$ cat src/rtl/k423_if_fetch.sv
// k423 instruction fetch: owns the fetch PC, issues credit-limited word requests and queues {pc, inst} for decode.
// Latency: grant in N, rvalid in N+1, decode sees it in N+2; id_rdy_i low fills the buffer and stops requests.

module k423_if_fifo #(
   parameter int W     = 64,
   parameter int DEPTH = 2,
   parameter int CW    = $clog2(DEPTH) + 1
) (
   input  logic          clk_i,
   input  logic          rst_i,
   input  logic          clr_i,
   input  logic          push_i,
   input  logic [W-1:0]  push_dat_i,
   input  logic          pop_i,
   output logic [W-1:0]  head_dat_o,
   output logic [CW-1:0] cnt_o
);
   localparam int PW = $clog2(DEPTH);
   localparam logic [CW-1:0] FULL = CW'(DEPTH);

   logic [W-1:0]  mem_q [DEPTH];
   logic [W-1:0]  mem_d [DEPTH];
   logic [PW-1:0] wr_q, wr_d, rd_q, rd_d;
   logic [CW-1:0] cnt_q, cnt_d;
   logic          do_push, do_pop;

   // A full buffer still accepts a push when the head leaves in the same cycle.
   assign do_pop  = pop_i & (cnt_q != '0);
   assign do_push = push_i & ((cnt_q != FULL) | do_pop);

   always_comb begin
      mem_d = mem_q;
      wr_d  = wr_q;
      rd_d  = rd_q;
      cnt_d = cnt_q;
      if (clr_i) begin
         wr_d  = '0;
         rd_d  = '0;
         cnt_d = '0;
      end else begin
         if (do_push) begin
            mem_d[wr_q] = push_dat_i;
            wr_d        = wr_q + 1'b1;
         end
         if (do_pop) begin
            rd_d = rd_q + 1'b1;
         end
         cnt_d = cnt_q + CW'(do_push) - CW'(do_pop);
      end
   end

   always_ff @(posedge clk_i or posedge rst_i) begin
      if (rst_i) begin
         for (int i = 0; i < DEPTH; i++) begin
            mem_q[i] <= '0;
         end
         wr_q  <= '0;
         rd_q  <= '0;
         cnt_q <= '0;
      end else begin
         mem_q <= mem_d;
         wr_q  <= wr_d;
         rd_q  <= rd_d;
         cnt_q <= cnt_d;
      end
   end

   assign head_dat_o = (cnt_q != '0) ? mem_q[rd_q] : '0;
   assign cnt_o      = cnt_q;
endmodule

module k423_if_fetch #(
   parameter int                 CORE_XLEN   = 32,
   parameter int                 CORE_INST_W = 32,
   parameter logic [CORE_XLEN-1:0] RESET_PC  = 32'h8000_0000,
   parameter int                 FIFO_DEPTH  = 2
) (
   input  logic                   clk_i,
   input  logic                   rst_i,
   output logic                   imem_req_o,
   output logic [CORE_XLEN-1:0]   imem_addr_o,
   input  logic                   imem_gnt_i,
   input  logic                   imem_rvalid_i,
   input  logic [CORE_INST_W-1:0] imem_rdata_i,
   input  logic                   redirect_vld_i,
   input  logic [CORE_XLEN-1:0]   redirect_pc_i,
   output logic                   if_vld_o,
   output logic [CORE_INST_W-1:0] if_inst_o,
   output logic [CORE_XLEN-1:0]   if_pc_o,
   input  logic                   id_rdy_i
);
   localparam int CW = $clog2(FIFO_DEPTH) + 1;

   typedef struct packed {
      logic [CORE_XLEN-1:0]   pc;
      logic [CORE_INST_W-1:0] inst;
   } fetch_ent_t;

   typedef enum logic [1:0] {BOOT, RUN, FLUSH} state_e;

   state_e               state_q, state_d;
   logic [CORE_XLEN-1:0] pc_q, pc_d;
   logic [CW-1:0]        drop_cnt_q, drop_cnt_d;
   logic [CW-1:0]        os_cnt, os_left, fifo_cnt;
   logic [CORE_XLEN-1:0] pcq_head;
   fetch_ent_t           push_ent, head_ent;
   logic                 gnt, rsp, drop_hit, keep, deq, credit_ok;
   logic                 redir_lsb_unused;

   assign redir_lsb_unused = ^redirect_pc_i[1:0];

   // The PC queue occupancy is the outstanding-request count.
   assign gnt       = imem_req_o & imem_gnt_i;
   assign rsp       = imem_rvalid_i & (os_cnt != '0);
   assign os_left   = os_cnt - CW'(rsp);
   assign drop_hit  = rsp & (drop_cnt_q != '0);
   assign keep      = rsp & ~drop_hit & ~redirect_vld_i;
   assign deq       = if_vld_o & id_rdy_i & ~redirect_vld_i;
   assign credit_ok = ({1'b0, os_cnt} + {1'b0, fifo_cnt}) < (CW+1)'(FIFO_DEPTH);

   assign imem_req_o  = (state_q != BOOT) & ~redirect_vld_i & credit_ok;
   assign imem_addr_o = pc_q;

   always_comb begin
      state_d    = state_q;
      pc_d       = pc_q;
      drop_cnt_d = drop_cnt_q;
      if (drop_hit) begin
         drop_cnt_d = drop_cnt_q - 1'b1;
      end
      if (gnt) begin
         pc_d = pc_q + CORE_XLEN'(4);
      end
      // Everything still in flight after this cycle's response becomes stale.
      if (redirect_vld_i) begin
         pc_d       = {redirect_pc_i[CORE_XLEN-1:2], 2'b00};
         drop_cnt_d = os_left;
      end
      case (state_q)
         BOOT:    state_d = RUN;
         RUN:     if (redirect_vld_i && (os_left != '0)) state_d = FLUSH;
         FLUSH:   if (drop_cnt_d == '0) state_d = RUN;
         default: state_d = BOOT;
      endcase
   end

   always_ff @(posedge clk_i or posedge rst_i) begin
      if (rst_i) begin
         state_q    <= BOOT;
         pc_q       <= RESET_PC;
         drop_cnt_q <= '0;
      end else begin
         state_q    <= state_d;
         pc_q       <= pc_d;
         drop_cnt_q <= drop_cnt_d;
      end
   end

   k423_if_fifo #(.W(CORE_XLEN), .DEPTH(FIFO_DEPTH), .CW(CW)) u_pc_q (
      .clk_i      (clk_i),
      .rst_i      (rst_i),
      .clr_i      (1'b0),
      .push_i     (gnt),
      .push_dat_i (pc_q),
      .pop_i      (rsp),
      .head_dat_o (pcq_head),
      .cnt_o      (os_cnt)
   );

   assign push_ent.pc   = pcq_head;
   assign push_ent.inst = imem_rdata_i;

   k423_if_fifo #(.W($bits(fetch_ent_t)), .DEPTH(FIFO_DEPTH), .CW(CW)) u_inst_q (
      .clk_i      (clk_i),
      .rst_i      (rst_i),
      .clr_i      (redirect_vld_i),
      .push_i     (keep),
      .push_dat_i (push_ent),
      .pop_i      (deq),
      .head_dat_o (head_ent),
      .cnt_o      (fifo_cnt)
   );

   assign if_vld_o  = (fifo_cnt != '0);
   assign if_pc_o   = head_ent.pc;
   assign if_inst_o = head_ent.inst;
endmodule
$ cat config.mk
export PLATFORM = sky130hd
export DESIGN_NAME = k423_if_fetch
export DESIGN_NICKNAME = d
export VERILOG_FILES = /design/src/rtl/k423_if_fetch.sv
export SDC_FILE = /design/constraint.sdc
export NUM_CORES = 1
export LEC_CHECK = 0
export CORE_MARGIN = 2
export CORE_UTILIZATION = 30
export CTS_BUF_LIST = sky130_fd_sc_hd__clkbuf_8
export CTS_CLUSTER_SIZE = 24
export DETAILED_ROUTE_END_ITERATION = 6
export PLACE_DENSITY_LB_ADDON = 0.12
export SLEW_MARGIN = 20
export SYNTH_ARGS = -nofsm -noshare
export SYNTH_HDL_FRONTEND = slang
export SYNTH_SLANG_ARGS = --single-unit
$ cat constraint.sdc
create_clock -name clk_i -period 9.1 [get_ports clk_i]
set_clock_uncertainty 0.05 [all_clocks]
set_input_delay 0.91 -clock clk_i [delete_from_list [all_inputs] [get_ports clk_i]]
set_output_delay 0.91 -clock clk_i [all_outputs]
set_load 0.05 [all_outputs]
; Yosys cells after proc, flatten, opt, wreduce, memory -nomap -nowiden
; Index checks and enable logic that the tools add are counted.
; W data, S select, Z words.
[word_totals]
reg_bits = 236
inputBits = 70
out_inout_bits = 98
[classes]
n_addsub = 12
magnitude_cmp = 7
n_eq_ne = 6
muxes = 26
n_bitwise = 21
n_reduce_logical = 15
[ops]
columns = op, n
row1 = $mux W64, 5
row2 = $mux W32, 7
row3 = $bwmux W128, 1
row4 = $bwmux W64, 1
row5 = $demux W64 S1, 1
row6 = $add A32 B3 Y32 const B, 1
row7 = $demux W32 S1, 1
row8 = $reduce_bool A2 Y1, 8
row9 = $and A1 B1 Y1, 13
row10 = $mux W2, 5
row11 = $ge A2 B2 Y1 const B, 4
row12 = $ne A2 B2 Y1 const B, 4
row13 = $not A1 Y2, 4
row14 = $pmux W2 S3, 1
row15 = $sub A2 B1 Y2, 3
row16 = $add A1 B1 Y1 const B, 4
row17 = $add A2 B1 Y2, 2
row18 = $logic_not A2 Y1, 2
row19 = $lt A2 B1 Y1 const B, 2
row20 = $mux W1, 4
row21 = $reduce_and A2 Y1, 2
row22 = $add A2 B2 Y3, 1
row23 = $logic_and A1 B1 Y1, 3
row24 = $lt A3 B2 Y1 const B, 1
row25 = 5 further kinds, 7

; Logic depth before layout (Yosys ltp)
[logic_depth]
ltp_word = 10
ltp_mapped = 10

; Cells and area by module
; Synthesis repeated with hierarchy kept, for this count alone.
[hier_totals]
hier_cells = 912
area_unflattened_um2 = 11562.3
[by_module_without_submodules]
columns = mod, instances, cells_per_inst, area_each_um2, seq_area_each_um2
row1 = k423_if_fifo (u_inst_q), 1, 436, 6164.7, 3303.2
row2 = k423_if_fifo (u_pc_q), 1, 231, 3200.6, 1701.6
row3 = k423_if_fetch, 1, 245, 2197.1, 852.1

; Worst setup path after synthesis
; Ideal clock, no wire load.
[synth_path]
path_type = input port to output port
start = input port redirect_vld_i
end = output port imem_req_o
arrival_time_ns = 2.364
setup_slack_ns = 5.776
stages = 3
path_cell_list = buf_2 > buf_1 > nor3_1
[synth_via]
elab_chain_cells = 3
[synth_rtl]
columns = item, line
row1 = "start, declared", 85  ; input logic redirect_vld_i,
row2 = $not A1 Y1 (no line), -
row3 = $and A1 B1 Y1 (2 in series), 121  ; assign imem_req_o = (state_q != BOOT) & ~redirect_vld_i & credit_ok;
row4 = "end, declared", 80  ; output logic imem_req_o,
; No other way between the ends.

; Final worst setup path
[layout_path]
start = register u_inst_q.rd_q
end = output port if_pc_o[0]
[layout_via]
elab_chain_cells = 5
[layout_rtl]
columns = item, line
row1 = "start, declared", 23  ; logic [PW-1:0] wr_q, wr_d, rd_q, rd_d;
row2 = "start signal, assigned", 63  ; rd_q <= rd_d;
row3 = $not A1 Y2 (not written as such), 68  ; assign head_dat_o = (cnt_q != '0) ? mem_q[rd_q] : '0;
row4 = $mux W64 (not written as such) (3 in series), 68
row5 = $mux W64, 68
row6 = "end, declared", 89  ; output logic [CORE_XLEN-1:0] if_pc_o,
; No other way between the ends. The select of a mux whose other input is x is not followed.

==> impl_results.rst <==
.. list-table::
   :header-rows: 1

   * - Metric
     - Value
   * - Vias in the first global route
     - 7,792
   * - Pin count of the biggest net entering global routing
     - 86
   * - Number of fill cells
     - 3,496
   * - CTS root buf
     - clkbuf_8
   * - CP endpoint kind
     - output pin
   * - I/O Pins
     - 168
   * - Post-Syn Area per Cell
     - 12.10 um^2
   * - Number of synthesized register bits
     - 228
   * - RSZ-0062 raised after global routing
     - no
   * - Highest clock rate
     - 238.8 MHz
   * - Simple-Gate Fraction of Synth Area
     - 9.434%
   * - Setup ws final
     - 4.913 ns
   * - Wire length of the first global-routing pass
     - 45,730 um
   * - FP Rows
     - 69
   * - Crit path arrival time
     - 3.23 ns
   * - Clk buf depth
     - 3
   * - Worst reg2reg endpoint
     - u_pc_q.mem_q[36]$_DFFE_PP0P_
   * - Synth area leaders
     - dfrtp_1 53%, mux2_2 16%, mux2i_1 8.9%
   * - Combinational cell fraction of total power
     - 36.6%
   * - Largest family of logic cells by synthesized area
     - multiplexers
   * - Library cell with the largest summed area after synthesis
     - dfrtp_1
   * - Total iterations of the first detailed-routing run
     - 4
   * - Reg2Reg Launch Point
     - u_pc_q.cnt_o[0]$_DFF_PP0_
   * - Final period demand of the worst path
     - 4.187 ns
   * - Number of antenna violations at the first check in global routing
     - 0
   * - Ratio of total power to cell area
     - 314.1 nW/um^2
   * - Final worst-path cycle share
     - 46.01%
   * - R2R Setup Slk
     - 5.31 ns
   * - Routability Congestion
     - 0.7184
   * - Cell-internal power
     - 2.722 mW
   * - Number of buffers created by CTS
     - 44
   * - CP Launch Type
     - flip-flop
   * - Static power due to leakage
     - 5.960 nW
   * - Register-to-Register Path Depth
     - 8
   * - Area of the core
     - 35,480 um^2
   * - Setup_tns
     - 0 ns
   * - Parity-gate share of the synthesized area counting xor and xnor cells
     - 1.217%
   * - Worst Max-Slew Pin Slew
     - 1.003 ns
   * - Overall routed net length
     - 28,680 um
   * - Pre-CTS WS
     - 5.008 ns
   * - Overall die height
     - 193.7 um
   * - Summed area of non-filler cells in the final layout
     - 13,680 um^2
   * - Hold buffers post-CTS
     - 0
   * - Part of the power in the clock network
     - 23.3%
   * - Drc violations
     - 0
   * - Pins over their slew limit
     - 0
   * - Maximum net fanout on the critical path
     - 48
   * - Met1 Wirelength
     - 13,580 um
   * - Clock tree from TritonCTS
     - done
   * - Portion of netlist area occupied by mux cells
     - 28.09%
   * - Critical Setup Path Class
     - flip-flop to output pin
   * - Number of warning messages in the yosys log
     - 0
   * - Final Net Count
     - 1,129
   * - Number of gates resized after cts
     - 0
   * - Count of antenna-violating nets left after detailed routing
     - 0
   * - Unique masters post-synth
     - 55
   * - Vias post-DR
     - 7,424
   * - Reg clk slew, reported paths
     - 0.06 ns
   * - Starting DRT DRC Count
     - 240
   * - Detail Route met3 WL
     - 1388 um
   * - Clock latency of the later-clocked register in the worst-skew pair
     - 0.55 ns
   * - Total routing resource utilization after global routing
     - 15.29%
   * - Primary flip-flop cell chosen by synthesis mapping
     - dfrtp_1
   * - Top layer used by detailed routing
     - met4
   * - Cell area after synthesis
     - 10,800 um^2
   * - Diodes inserted
     - 0
   * - Relative area change from synthesis to final layout
     - 26.74%
   * - Async SR Flop Fraction
     - 100.0%
   * - CP Launch Point
     - u_inst_q.rd_q$_DFFE_PP0P_
   * - Setup fix buffers added after clock tree synthesis
     - 0
   * - Area enclosed by the die boundary
     - 37,520 um^2
   * - Number of clock sinks seen by CTS
     - 228
   * - Share of the yosys chip area belonging to registers
     - 52.86%
   * - Initial core utilization
     - 30.42%
   * - Max-slew headroom at the worst pin
     - 33.16%
   * - Total net switching power
     - 1.575 mW
   * - Max-capacitance violation count
     - 0
   * - Setup violation total in the final timing report
     - 0
   * - Wire length per cell
     - 18.58 um
   * - Area fraction in compound gates after synthesis
     - 4.254%
   * - Ratio of cells with drive above 1 in the final layout
     - 21.70%
   * - Die extent in x
     - 193.7 um
   * - Total count of hold-check failures in the final report
     - 0
   * - Endpoint of the most critical setup path
     - if_pc_o[0]
   * - Synthesized-area fraction occupied by adder cells
     - 0.8809%
   * - Total half-perimeter wirelength after legalization and detailed placement
     - 17,890 um
   * - Top cell type's share of synthesized area
     - 52.62%
   * - Final global-route overflow total
     - 0
   * - Placed Instance Area
     - 12,810 um^2
   * - Overall power consumption
     - 4.297 mW
   * - Number of buffer cells added on primary ports
     - 163
   * - Clock H-tree levels
     - 2
   * - Result of the run
     - completed
   * - Worst vdd rail ir drop
     - 0.0001209 V
   * - Sw frac
     - 36.66%
   * - Cells after Synth
     - 892
   * - Wire length on met2
     - 13,110 um
   * - Proportion of power drawn by flip-flops and latches
     - 40.1%
   * - Class of the tightest hold or removal check
     - flip-flop to flip-flop
   * - Count of flip-flops with a built-in enable after synthesis
     - 0
   * - Worst path required time
     - 8.14 ns
   * - Number of vias per cell after detailed routing
     - 4.808
## worst min-delay path by stage
stage | start | end | slack (ns) | cells past startpoint
floorplan | state_q[0]$_DFFE_PP0P_ | state_q[1]$_DFFE_PP0P_ | 0.40 | 1
global placement | u_pc_q.mem_q[44]$_DFFE_PP0P_ | u_pc_q.mem_q[44]$_DFFE_PP0P_ | 0.42 | 1
detailed placement | u_pc_q.mem_q[41]$_DFFE_PP0P_ | u_pc_q.mem_q[41]$_DFFE_PP0P_ | 0.42 | 1
CTS | state_q[0]$_DFFE_PP0P_ | state_q[1]$_DFFE_PP0P_ | 0.43 | 1
global route | u_inst_q.mem_q[33]$_DFFE_PP0P_ | u_inst_q.mem_q[33]$_DFFE_PP0P_ | 0.45 | 1
finish | state_q[0]$_DFFE_PP0P_ | state_q[1]$_DFFE_PP0P_ | 0.43 | 1
## flip-flops by register name (all words and copies together), names as in the netlist, 2 cells and up
name and flops:
drop_cnt_q 2, imem_addr_o 30, state_q 2, u_inst_q.cnt_o 2, u_inst_q.mem_q 126, u_pc_q.cnt_o 2
u_pc_q.mem_q 60
## synth_stat cells (2+ instances only)
cell type and number:
nand4_1 15, and4_1 2, dfrtp_1 227, xnor2_1 7, buf_1 6, nor3_1 6, nor2b_1 3, xor2_1 8
and2_1 5, a32oi_1 2, nor2_1 113, buf_6 6, ha_1 6, a21o_1 3, clkbuf_1 27, mux2_2 154
o211ai_1 7, nor4_1 4, buf_2 17, o21bai_1 2, a221o_1 5, mux2i_1 96, buf_4 3, or3_1 4
or3b_1 2, inv_1 13, and3_1 7, o21ai_0 21, o311ai_0 5, mux2_1 30, a21oi_1 4, a31oi_1 6
nand3_1 19, nand2_1 36
## layout make-up
class / count / area, um^2 / area share, %
clock buffer: 55 / 757.0 / 5.533
clock inverter: 22 / 117.6 / 0.8596
inverter: 13 / 56.30 / 0.4115
multi-input combinational: 593 / 4770 / 34.86
sequential: 228 / 5710 / 41.74
tap: 461 / 576.8 / 4.216
timing repair buffer: 172 / 1694 / 12.38
## power groups by stage
stage | Clock, mW | Combinational [mW] | Sequential, mW
6_report | 1.00 | 1.57 | 1.72
5_1_grt | 1.09 | 1.72 | 1.78
4_1_cts | 1.05 | 1.61 | 1.72
3_5_place_dp | 0 | 1.60 | 1.74
3_3_place_gp | 0 | 1.58 | 1.73
2_1_floorplan | 0 | 1.14 | 1.71
## critical path: stages, from the launching register on
cell	delay (ns)
dfrtp_4	0.64
buf_4	0.76
mux2i_1	0.17
nor2_1	0.21
clkdlybuf4s50_1	0.84
## per-layer routing
| layer | global-route usage [%] | vias to the layer above |
|---|---|---|
| li1 | - | 3487 |
| met1 | 21.37 | 3712 |
| met5 | 0 | - |
| met2 | 24.27 | 179 |
| met4 | 4.184 | 0 |
| met3 | 2.905 | 46 |
## per-stage QoR
step	instances	util, %	hold WS [ns]
finish	1544	38.56	0.4292
global route	1544	38.56	0.4496
CTS	1544	38.56	0.4307
detailed placement	1467	36.09	0.4240
global placement	1467	36.09	0.4163
floorplan	893	-	0.4007
## layout by cell type, fill, tap and decap left out, drive strengths merged, types with 8 or more instances in the layout
cell	count
nand2	37
nand4	15
dfrtp	227
mux2i	96
inv	31
xor2	8
mux2	184
clkdlybuf4s50	162
nand3	19
o21ai	22
buf	10
nor2	113
clkbuf	55
## logic make-up after synthesis
family	count (synthesis)
buf+inv	72
xor+xnor	15
fa+ha+maj	7
compound gates	65
mux	280
other cells	1
simple gates	224
flops	228
No activity file was read; power rests on OpenSTA's default activity.
